## src/rtl/flag_packer_pkg.sv

```systemverilog
// flag_packer_pkg: shared types and helpers for the flag packer.
// Optional feature macro used by this slice: FLAG_PACKER_DUP_CHK_EN.
package flag_packer_pkg;

  typedef enum logic {
    ACC  = 1'b0,
    HOLD = 1'b1
  } state_t;

  localparam int DEF_LEN       = 32;
  localparam int DEF_CNT_WIDTH = $clog2(DEF_LEN + 1);

  // Width needed to hold a count from 0 to len inclusive.
  function automatic int f_cnt_width(input int len);
    return $clog2(len + 1);
  endfunction

  // One-hot of addr over DEF_LEN bits; zero when addr is out of range.
  function automatic logic [DEF_LEN-1:0] f_onehot(input int addr);
    logic [DEF_LEN-1:0] v;
    v = '0;
    for (int i = 0; i < DEF_LEN; i++) v[i] = (addr == i);
    return v;
  endfunction

endpackage

```

## src/rtl/flag_packer_onehot_dec.sv

```systemverilog
// onehot_dec: combinational address-to-one-hot decoder, the inverse of the
// first-one encoder. Addresses >= LEN decode to all zeros.
module onehot_dec
  import flag_packer_pkg::*;
#(
  parameter int LEN        = DEF_LEN,
  parameter int ADDR_WIDTH = $clog2(LEN)
) (
  input  logic [ADDR_WIDTH-1:0] addr,
  output logic [LEN-1:0]        oh
);

  // One comparator per flag bit; out-of-range addresses match none of them.
  for (genvar i = 0; i < LEN; i++) begin : g_bit
    assign oh[i] = (int'(addr) == i);
  end

endmodule

```

## src/rtl/flag_packer.sv

```systemverilog
// flag_packer: rebuilds a LEN-bit flag array plus popcount from a stream of
// set-bit addresses framed by in_last, one packed frame per in_last.
// Optional feature: FLAG_PACKER_DUP_CHK_EN adds out_dup, a per-frame sticky
// flag for repeated or out-of-range addresses.
module flag_packer
  import flag_packer_pkg::*;
#(
  parameter int LEN        = DEF_LEN,
  parameter int ADDR_WIDTH = $clog2(LEN),
  parameter int CNT_WIDTH  = f_cnt_width(LEN)
) (
  input  logic                  clk,
  input  logic                  rst,
  input  logic                  in_vld,
  output logic                  in_rdy,
  input  logic [ADDR_WIDTH-1:0] in_addr,
  input  logic                  in_last,
  output logic                  out_vld,
  input  logic                  out_rdy,
  output logic [LEN-1:0]        out_flag,
`ifdef FLAG_PACKER_DUP_CHK_EN
  output logic                  out_dup,
`endif
  output logic [CNT_WIDTH-1:0]  out_cnt
);

  state_t               state;
  logic [LEN-1:0]       acc, oh, acc_nxt;
  logic [CNT_WIDTH-1:0] acc_cnt, cnt_nxt;
  logic                 beat, take, slot_free;

  onehot_dec #(.LEN(LEN), .ADDR_WIDTH(ADDR_WIDTH)) u_dec (
    .addr (in_addr),
    .oh   (oh)
  );

  // HOLD means a finished frame is parked in acc, so no new beats.
  assign in_rdy    = (state == ACC) && !rst;
  assign beat      = in_vld && in_rdy;
  assign take      = out_vld && out_rdy;
  assign slot_free = !out_vld || out_rdy;
  assign acc_nxt   = acc | oh;
  // Count only bits that were not already set in this frame.
  assign cnt_nxt   = acc_cnt + CNT_WIDTH'(|(oh & ~acc));

`ifdef FLAG_PACKER_DUP_CHK_EN
  logic dup_acc, dup_beat;
  assign dup_beat = (int'(in_addr) >= LEN) || (|(oh & acc));
`endif

  // Accumulate beats, publish on last, park one frame in acc under stall.
  always_ff @(posedge clk) begin
    if (rst) begin
      state    <= ACC;
      acc      <= '0;
      acc_cnt  <= '0;
      out_vld  <= 1'b0;
      out_flag <= '0;
      out_cnt  <= '0;
`ifdef FLAG_PACKER_DUP_CHK_EN
      dup_acc  <= 1'b0;
      out_dup  <= 1'b0;
`endif
    end else begin
      // Drained with nothing loaded this cycle; any load below overrides.
      if (take) out_vld <= 1'b0;
      case (state)
        ACC: begin
          if (beat) begin
            if (in_last && slot_free) begin
              out_flag <= acc_nxt;
              out_cnt  <= cnt_nxt;
              out_vld  <= 1'b1;
              acc      <= '0;
              acc_cnt  <= '0;
`ifdef FLAG_PACKER_DUP_CHK_EN
              out_dup  <= dup_acc | dup_beat;
              dup_acc  <= 1'b0;
`endif
            end else begin
              acc     <= acc_nxt;
              acc_cnt <= cnt_nxt;
`ifdef FLAG_PACKER_DUP_CHK_EN
              dup_acc <= dup_acc | dup_beat;
`endif
              if (in_last) state <= HOLD;
            end
          end
        end
        HOLD: begin
          // Swap the parked frame in on the handshake: no bubble on out_vld.
          if (take) begin
            out_flag <= acc;
            out_cnt  <= acc_cnt;
            out_vld  <= 1'b1;
            acc      <= '0;
            acc_cnt  <= '0;
`ifdef FLAG_PACKER_DUP_CHK_EN
            out_dup  <= dup_acc;
            dup_acc  <= 1'b0;
`endif
            state    <= ACC;
          end
        end
        default: state <= ACC;
      endcase
    end
  end

endmodule

```

## config.mk

```make
export PLATFORM = sky130hd
export DESIGN_NAME = flag_packer
export DESIGN_NICKNAME = d
export VERILOG_FILES = /design/src/rtl/flag_packer_pkg.sv /design/src/rtl/flag_packer_onehot_dec.sv /design/src/rtl/flag_packer.sv
export SDC_FILE = /design/constraint.sdc
export NUM_CORES = 1
export LEC_CHECK = 0
export CORE_MARGIN = 2
export CORE_UTILIZATION = 50
export DETAILED_ROUTE_END_ITERATION = 16
export PLACE_DENSITY = 0.74
export SYNTH_ARGS = -nofsm -noshare
export SYNTH_HDL_FRONTEND = slang
export SYNTH_SLANG_ARGS = --single-unit
```

## constraint.sdc

```tcl
create_clock -name clk -period 2.75 [get_ports clk]
set_input_delay 0.55 -clock clk [delete_from_list [all_inputs] [get_ports clk]]
set_output_delay 0.55 -clock clk [all_outputs]
set_load 0.01 [all_outputs]
```

== After elaboration in Yosys (flattened, before gate mapping) ==
Cells that the tools add are included.

* Input port bits: 10
* Output and inout port bits: 40
* Flip-flop bits (word level): 78
* Word-level logic and storage cells: 82

* Add/subtract/negate cells: 1
* Reductions and logical operators: 11
* Multiplexer cells: 26
* Equality and inequality tests: 34
* Bitwise logic cells: 4

{| class="wikitable"
|+ Operator list
! cell !! count
|-
| two-way mux 32 bit || 6
|-
| one-hot mux 32 bit (2 select lines) || 2
|-
| equality test 5 bit, second input constant || 16
|-
| equality test 5 x 4 -> 1 bit, second input constant || 8
|-
| two-way mux 6 bit || 6
|-
| bitwise AND 32 bit || 1
|-
| inverter 32 bit || 1
|-
| OR 32 bit || 1
|-
| OR reduction 32 bit || 1
|-
| one-hot mux 6 bit (2 select lines) || 2
|-
| equality test 5 x 3 -> 1 bit, second input constant || 4
|-
| equality test 5 x 2 -> 1 bit, second input constant || 2
|-
| two-way mux 1 bit || 8
|-
| adder 6 x 1 -> 6 bit || 1
|-
| equality test 5 x 1 -> 1 bit, second input constant || 1
|-
| logical NOT 5 bit || 1
|-
| logical AND 1 bit || 4
|-
| != test 2 x 1 -> 1 bit, second input constant || 2
|-
| one-hot mux 1 bit (2 select lines) || 2
|-
| AND reduction 3 bit || 1
|-
| logical NOT 1 bit || 2
|-
| != test 2 bit, second input constant || 1
|-
| AND reduction 2 bit || 1
|-
| logical OR 1 bit || 1
|-
| inverter 1 bit || 1
|}

== Longest topological paths before layout ==
Gate-level depths: netlist of run 1.

* Depth in word-level cells: 7
* Depth in mapped cells: 13
* Depth with buffers taken out: 11

== Cells and area by module ==
From an unflattened synthesis of run 1, not the netlist that was laid out.

* Cells, all modules: 434
* Area, all modules: 3427.0 um2

{| class="wikitable"
|+ By module, submodules not included
! module !! times used !! area each (um2) !! cells an instance !! sequential area each (um2)
|-
| flag_packer || 1 || 3205.6 || 387 || 1561.5
|-
| onehot_dec || 1 || 221.5 || 47 || 0.0
|}

== Least setup slack after synthesis of run 1 ==
Ideal clock, no wire load.

* Path type: input to register
* Start point: input port in_addr[0]
* End point: register acc_cnt[1]
* Data required time: 2.622 ns
* Arrival: 2.443 ns
* Library setup time: 0.128 ns
* Setup slack: 0.180 ns
* Path buffers: 2
* Stages: 13
* Cell sequence: buf_2 > and3b_1 > buf_2 > a22oi_1 > o22ai_1 > and4b_1 > nand4_1 > ha_1 > ha_1 > and2b_1 > and2b_1 > a21oi_1 > nor2_1

* Cells in the longest elaborated chain, start to end: 7
* Elaborated cells on any way between the ends: 38
* Those cells by class: 1 x add/sub; 31 x eq/ne; 3 x mux; 1 x bitwise; 2 x reduce/logical

{| class="wikitable"
|+ RTL lines
! item !! line !! text
|-
| start, declared || flag_packer.sv:16 || <nowiki>input logic [ADDR_WIDTH-1:0] in_addr,</nowiki>
|-
| equality test 5 x 2 -> 1 bit, or another cell as far along || flag_packer_onehot_dec.sv:15 || <nowiki>assign oh[i] = (int'(addr) == i);</nowiki>
|-
| bitwise AND 32 bit (*) || flag_packer.sv:44 || <nowiki>assign cnt_nxt = acc_cnt + CNT_WIDTH'(|(oh & ~acc));</nowiki>
|-
| OR reduction 32 bit (*) || flag_packer.sv:44 ||
|-
| adder 6 x 1 -> 6 bit (*) || flag_packer.sv:44 ||
|-
| two-way mux 6 bit (*) || flag_packer.sv:70 || <nowiki>if (in_last && slot_free) begin</nowiki>
|-
| two-way mux 6 bit (*) || flag_packer.sv:69 || <nowiki>if (beat) begin</nowiki>
|-
| one-hot mux 6 bit (2 select lines) (*) || flag_packer.sv:67 || <nowiki>case (state)</nowiki>
|-
| end signal, assigned || flag_packer.sv:82 || <nowiki>acc_cnt <= cnt_nxt;</nowiki>
|-
| end, declared || flag_packer.sv:29 || <nowiki>logic [CNT_WIDTH-1:0] acc_cnt, cnt_nxt;</nowiki>
|}

Mark *: on every way between the ends. The rest lies on a longest branch, timed or not. The select of a mux whose other input is x is not followed.
A chain may end at the register's enable or synchronous reset.

== Final worst setup path of run 1 ==
* Start point: input port in_addr[3]
* End point: register acc_cnt[1]

Same word-level chain as after synthesis.

==> flow_metrics.py, run 1 <==
metrics = {
    "global_routing": {
        "antenna_found_initial": 0,
        "grt_pass1_wl_um": 14600,
        "grt_util_all_layers": 0.248,
        "grt_max_degree": 41,
        "grt_pass1_vias": 2974,
        "grt_overflow": 0,
    },
    "setup_path": {
        "slowest_stage": "clkdlybuf4s50_1",
        "critical_path.cell_chain": "clkdlybuf4s50_1 > buf_6 > buf_4 > nor4b_2 > o21ai_1 > o221a_2 > nand4_1 > ha_2 > ha_2 > and2b_1 > and2b_1 > a21oi_2 > nor2_1",
        "r2r_slack_ps": 480,
        "timing.rr.start": "acc[2]",
        "slowest_delay_ps": 410,
        "worstSetupPathType": "input port to flip-flop",
        "r2r_end": "acc_cnt[1]",
        "start_kind": "input port",
        "cp_max_fo": 8,
        "critical_path_arrival_ps": 2930,
        "setup.worst_path.end_class": "flip-flop",
        "ff2ff_path_depth": 11,
        "cp.required_ps": 2980,
    },
    "drt": {
        "wl_um": 9050,
        "drtIter0Drc": 203,
        "postRouteAntennaNets": 0,
        "num_vias": 3201,
        "drc": 0,
        "dr.pass1.iters": 4,
        "wl_per_cell_um": 16.1,
        "viasPerCell": 5.69,
    },
    "cells_and_area": {
        "fin_nets": 490,
        "final_area_um2": 4480,
        "fin_cells": 563,
        "final_layout_size_suffix_gt1_frac": 0.164,
        "utilization": 0.667,
        "areaGrowthSynthToFinish_pct": 30.9,
        "antenna_cells": 0,
    },
    "timing": {
        "fmax_ghz": 0.371,
        "slew_violations": 0,
        "skew_ps": 7.50,
        "period_share": 0.981,
        "rsz0062_at_grt": "yes",
        "timing.slew.headroom": 0.390,
        "hold_violations": 0,
        "min_period_ps": 2700,
        "tightest_slew_ps": 914,
        "setup_viol": 0,
    },
    "synth": {
        "syn_nets": 418,
        "synth_top_family_by_area": "compound AO/OA/AOI/OAI gates",
        "synth_edf_count": 0,
        "avgSynthCellArea_um2": 8.43,
        "synth-simple-area-share": 0.215,
        "synth.area.top_cells": "dfxtp_1 (46%), a21oi_1 (11%), nor2_1 (10%)",
        "yosys.area.top_type": "dfxtp_1",
        "synth-seq-cells": 78,
        "synth_ff_type": "dfxtp_1",
        "synth_compound_area_frac": 0.251,
        "async_flop_share": 0,
        "synthMuxAreaShare": 0.0146,
        "ys_warn_count": 0,
        "synth_cell_types": 45,
        "yosys.area_share.xor_xnor": 0.0102,
        "synth_seq_area_share": 0.456,
        "synthCells": 406,
        "synthAdderAreaFrac": 0.00731,
        "syn_area_um2": 3420,
        "synth_top_area_share": 0.456,
    },
    "clocking": {
        "cts_setup_buffers": 0,
        "clk_latency_ps": 340,
        "cts_buffers": 9,
        "htree_levels": 3,
        "cts_root_buffer": "clkbuf_8",
        "clockBufferDepth": 2,
        "tritoncts": "built",
        "clkTransAtPathRegs_ps": 80,
        "numClockSinks": 78,
        "ctsHoldBuffers": 0,
    },
    "run": {
        "drv_cap": 0,
    },
    "worst_hold_path": {
        "min_path_type": "flip-flop to flip-flop",
        "min_to": "acc[10]",
        "hold_path_depth": 2,
        "min_from": "acc[10]",
    },
    "pwr": {
        "cellPowerDensity_nw_per_um2": 574,
        "p_total_mw": 2.57,
        "p_leak_nw": 1.63,
        "vdd_drop_max_uv": 482,
    },
    "die": {
        "die-area_um2": 7520,
        "core_um2": 6720,
        "initial_core_util": 0.509,
        "rows": 30,
        "io_pins": 50,
        "die_width_um": 86.7,
        "die_h_um": 86.7,
    },
    "place": {
        "dpl-instance-area_um2": 4180,
        "dp_cells": 547,
        "hpwl_um": 6390,
        "io_buffer_count": 49,
        "gp_congestion": 0.947,
    },
    "outcome": {
        "outcome": "completed",
    },
}
## timing repair
action | in CTS | in global routing
resized for setup | 5 | 14
pin swaps | 2 | 3
setup endpoints to repair | 6 | 8
## report_power, final
group,switching [mW],leakage [nW],internal [mW]
logic,0.180,0.876,0.163
registers,0.0230,0.633,1.16
clock network,0.435,0.120,0.608
total,0.638,1.63,1.93
## cell type report
class	count	area, um^2
clock inverter	7	120
multi-input combinational	298	1750
timing repair buffer	90	820
clock buffer	9	124
sequential	78	1560
inverter	1	3.75
tap	80	100
fill	563	2240
## per-stage QoR
stage                     setup TNS [ps]  setup WS, ps  hold slack (ps)
after global routing                -154         -62.8              520
after floorplan                        0           180              451
final                                  0          53.1              493
after detailed placement           -3800          -450              477
after global placement             -2610          -338              468
after CTS                              0          17.9              498
## routing by layer
| metal | track usage | part of all wire |
|---|---|---|
| met5 | 0 | 0 |
| met3 | 0.0505 | 0.051 |
| met1 | 0.335 | 0.45 |
| met4 | 0.0625 | 0.0096 |
| met2 | 0.406 | 0.49 |
## registers in the layout (all words and copies together) (netlist names)
name	count
acc	32
out_flag	32
acc_cnt	6
out_cnt	6
out_vld	1
state	1
## worst max path at each step
| stage | start | end | cells after the start |
|---|---|---|---|
| floorplan | in_addr[0] | acc_cnt[1] | 13 |
| finish | in_addr[3] | acc_cnt[1] | 13 |
| global placement | in_addr[4] | acc_cnt[1] | 13 |
| detailed placement | in_addr[4] | acc_cnt[1] | 13 |
| CTS | in_addr[3] | acc_cnt[4] | 12 |
| global route | in_addr[3] | out_cnt[4] | 13 |
## cells in the final DEF, fill, tap and decap left out, drive strengths merged, types with 6 or more instances in the layout
| cell | netlist | routed |
|---|---|---|
| clkbuf | 7 | 9 |
| a21oi | 74 | 74 |
| clkdlybuf4s50 | 0 | 44 |
| or3 | 8 | 8 |
| nor2 | 95 | 95 |
| o21ai | 12 | 12 |
| nor3b | 6 | 6 |
| nand2 | 6 | 6 |
| nand2b | 6 | 6 |
| buf | 22 | 42 |
| nor3 | 6 | 6 |
| dfxtp | 78 | 78 |
| a211oi | 39 | 39 |
## worst max-delay path, delay by kind of cell
family / cells / cell delay [ps]
AO/OA/AOI/OAI: 3 / 470
adder cells (fa/ha/maj): 2 / 470
buffers and inverters: 3 / 710
AND/OR/NAND/NOR: 5 / 720
## cells in the mapped netlist, types with 2 or more instances
| master | count |
|---|---|
| dfxtp_1 | 78 |
| mux2i_1 | 5 |
| and3_1 | 2 |
| nor3b_1 | 4 |
| buf_2 | 18 |
| a211oi_2 | 2 |
| a32oi_1 | 2 |
| clkbuf_1 | 7 |
| o21ai_0 | 11 |
| nor3_1 | 3 |
| ha_1 | 2 |
| a22oi_1 | 2 |
| nand4_1 | 2 |
| nand3_1 | 4 |
| or3_1 | 8 |
| xnor2_1 | 4 |
| a21oi_1 | 74 |
| nand2b_1 | 6 |
| buf_4 | 2 |
| a31oi_1 | 2 |
| nor4b_1 | 2 |
| nor3_4 | 2 |
| nand2_1 | 6 |
| nor2_1 | 94 |
| a211oi_1 | 37 |
| buf_6 | 2 |
| and2b_1 | 5 |
| o22ai_1 | 3 |
## kinds of logic after synthesis
logic type	Yosys count
fa+ha+maj	2
buf+inv	30
xor+xnor	4
simple gates	148
compound gates	139
flops	78
mux	5
No activity file was read; power rests on OpenSTA's default activity.
==> run 2: changes to the inputs <==
--- a/config.mk
+++ b/config.mk
@@ -9,6 +9,7 @@
 export CORE_UTILIZATION = 50
 export DETAILED_ROUTE_END_ITERATION = 16
 export PLACE_DENSITY = 0.74
+export SKIP_LAST_GASP = 1
 export SYNTH_ARGS = -nofsm -noshare
 export SYNTH_HDL_FRONTEND = slang
 export SYNTH_SLANG_ARGS = --single-unit
==> results of run 2 <==
Same layout as run 1: the final DEF is identical, and so are final timing and power.
==> run 3: changes to the inputs <==
==> constraint.sdc (replaced) <==
create_clock -name clk -period 3.33 [get_ports clk]
set_input_delay 0.666 -clock clk [delete_from_list [all_inputs] [get_ports clk]]
set_output_delay 0.666 -clock clk [all_outputs]
set_load 0.01 [all_outputs]
==> run 3 against run 2 <==
  * Worst hold slack better by 6.0 ps
  * Flip-flop and latch count is the same
  * Clock skew grew 2.5 ps
  * Cell area fell by 6.0%
  * Die area unchanged
  * Non-clock buffer count shrank 19
  * Critical endpoint unchanged
  * Global-route usage barely moved
  * Largest cell class unchanged
==> flow_metrics.py, run 3 (same netlist as run 1, synthesis figures left out) <==
metrics = {
    "global_routing": {
        "antenna_found_initial": 0,
        "grt_pass1_vias": 2917,
        "grt_util_all_layers": 0.248,
        "grt_pass1_wl_um": 14400,
        "grt_overflow": 0,
        "grt_max_degree": 41,
    },
    "clocking": {
        "clk_latency_ps": 360,
        "cts_resized": 0,
        "cts_root_buffer": "clkbuf_8",
        "cts_buffers": 9,
        "cts_setup_buffers": 0,
        "tritoncts": "built",
        "clockBufferDepth": 2,
        "numClockSinks": 78,
        "htree_levels": 3,
        "clkTransAtPathRegs_ps": 80,
        "ctsHoldBuffers": 0,
    },
    "drt": {
        "wl_per_cell_um": 15.9,
        "viasPerCell": 5.66,
        "num_vias": 3077,
        "drc": 0,
        "dr.pass1.iters": 4,
        "postRouteAntennaNets": 0,
        "wl_um": 8650,
        "drtIter0Drc": 162,
    },
    "setup_path": {
        "cp.required_ps": 3560,
        "worstSetupPathType": "input port to flip-flop",
        "cp_max_fo": 8,
        "start_kind": "input port",
        "ff2ff_path_depth": 11,
        "critical_path_arrival_ps": 3180,
        "setup.worst_path.end_class": "flip-flop",
    },
    "pwr": {
        "vdd_drop_max_uv": 294,
        "p_leak_nw": 1.47,
        "cellPowerDensity_nw_per_um2": 446,
    },
    "run": {
        "drv_cap": 0,
    },
    "timing": {
        "holdWs_ps": 499,
        "hold_violations": 0,
        "slew_violations": 0,
        "tightest_slew_ps": 845,
        "period_share": 0.888,
        "setup_ws_ps": 371,
        "min_period_ps": 2960,
        "setup_viol": 0,
        "rsz0062_at_grt": "no",
        "timing.slew.headroom": 0.436,
        "fmax_ghz": 0.338,
        "skew_ps": 10.0,
    },
    "die": {
        "die_h_um": 86.7,
        "initial_core_util": 0.509,
        "io_pins": 50,
        "die_width_um": 86.7,
        "rows": 30,
        "core_um2": 6720,
        "die-area_um2": 7520,
    },
    "place": {
        "dp_slack_ps": -10.2,
        "io_buffer_count": 49,
        "hpwl_um": 6260,
        "gp_congestion": 0.928,
        "dp_cells": 528,
    },
    "cells_and_area": {
        "largestRegisters": "acc x32, out_flag x32",
        "antenna_cells": 0,
        "layout_commonest_cell": "nor2_1",
        "fin_nets": 471,
        "fin_cells": 544,
        "areaGrowthSynthToFinish_pct": 23.1,
        "final_layout_size_suffix_gt1_frac": 0.108,
        "utilization": 0.627,
        "final_cell_mix": "nor2_1 (94), dfxtp_1 (78), a21oi_1 (74)",
    },
    "outcome": {
        "outcome": "completed",
    },
    "worst_hold_path": {
        "min_path_type": "flip-flop to flip-flop",
        "hold_path_depth": 2,
    },
}
[run 3: changes by cell type in the layout (fill, tap and decap cells not counted), sizes merged, moves of 2 or more]
cell           before  now
clkdlybuf4s50      44   48
dlygate4sd2         2    0
bufinv              3    0
dlymetal6s2s        2    0
inv                 3    1
clkinv              1    3
clkinvlp            1    3
buf                42   23
[run 3: through the flow]
stage / TNS [ps] / power (mW) / area [um^2]
floorplan: 0 / 1.15 / 3420
global route: 0 / 1.96 / 4210
global placement: 0 / 1.26 / 4040
detailed placement: -10.2 / 1.27 / 4040
finish: 0 / 1.88 / 4210
CTS: 0 / 1.89 / 4210
[run 3: layout make-up]
class,count,area [um^2]
Fill cell,583,2510
Multi-Input combinational cell,298,1710
Sequential cell,78,1560
Timing Repair Buffer,71,663
Clock buffer,10,138
Tap cell,80,100
Clock inverter,6,37.5
Inverter,1,3.75
[run 3: worst paths after layout]
path	slack [ps]	endpoint	startpoint
max	370	acc_cnt[1]	in_addr[4]
min	500	out_cnt[2]	out_cnt[2]
max reg2reg	1100	acc_cnt[1]	acc[3]
min reg2reg	500	out_cnt[2]	out_cnt[2]
[run 3: report_power, final]
group	internal [mW]	total [mW]	switching, mW
logic	0.121	0.263	0.142
registers	0.961	0.980	0.0184
clock network	0.286	0.635	0.349
[run 3: worst max-delay path, cell delays in order]
cell and delay, ps:
clkdlybuf4s50_1 470, buf_4 200, nand2b_1 150, o22ai_1 100, a32oi_1 290, o221a_2 230, nand4_1 100, ha_1 230
ha_1 260, and2b_1 170, and2b_1 150, a21oi_1 110, nor2_1 50
[run 3: layer usage]
layer	part of all wire	GRT usage	wire length [um]
met3	0.052	0.0514	450
met5	0	0	0
met4	0.018	0.0881	155
met1	0.46	0.330	4000
met2	0.47	0.399	4040
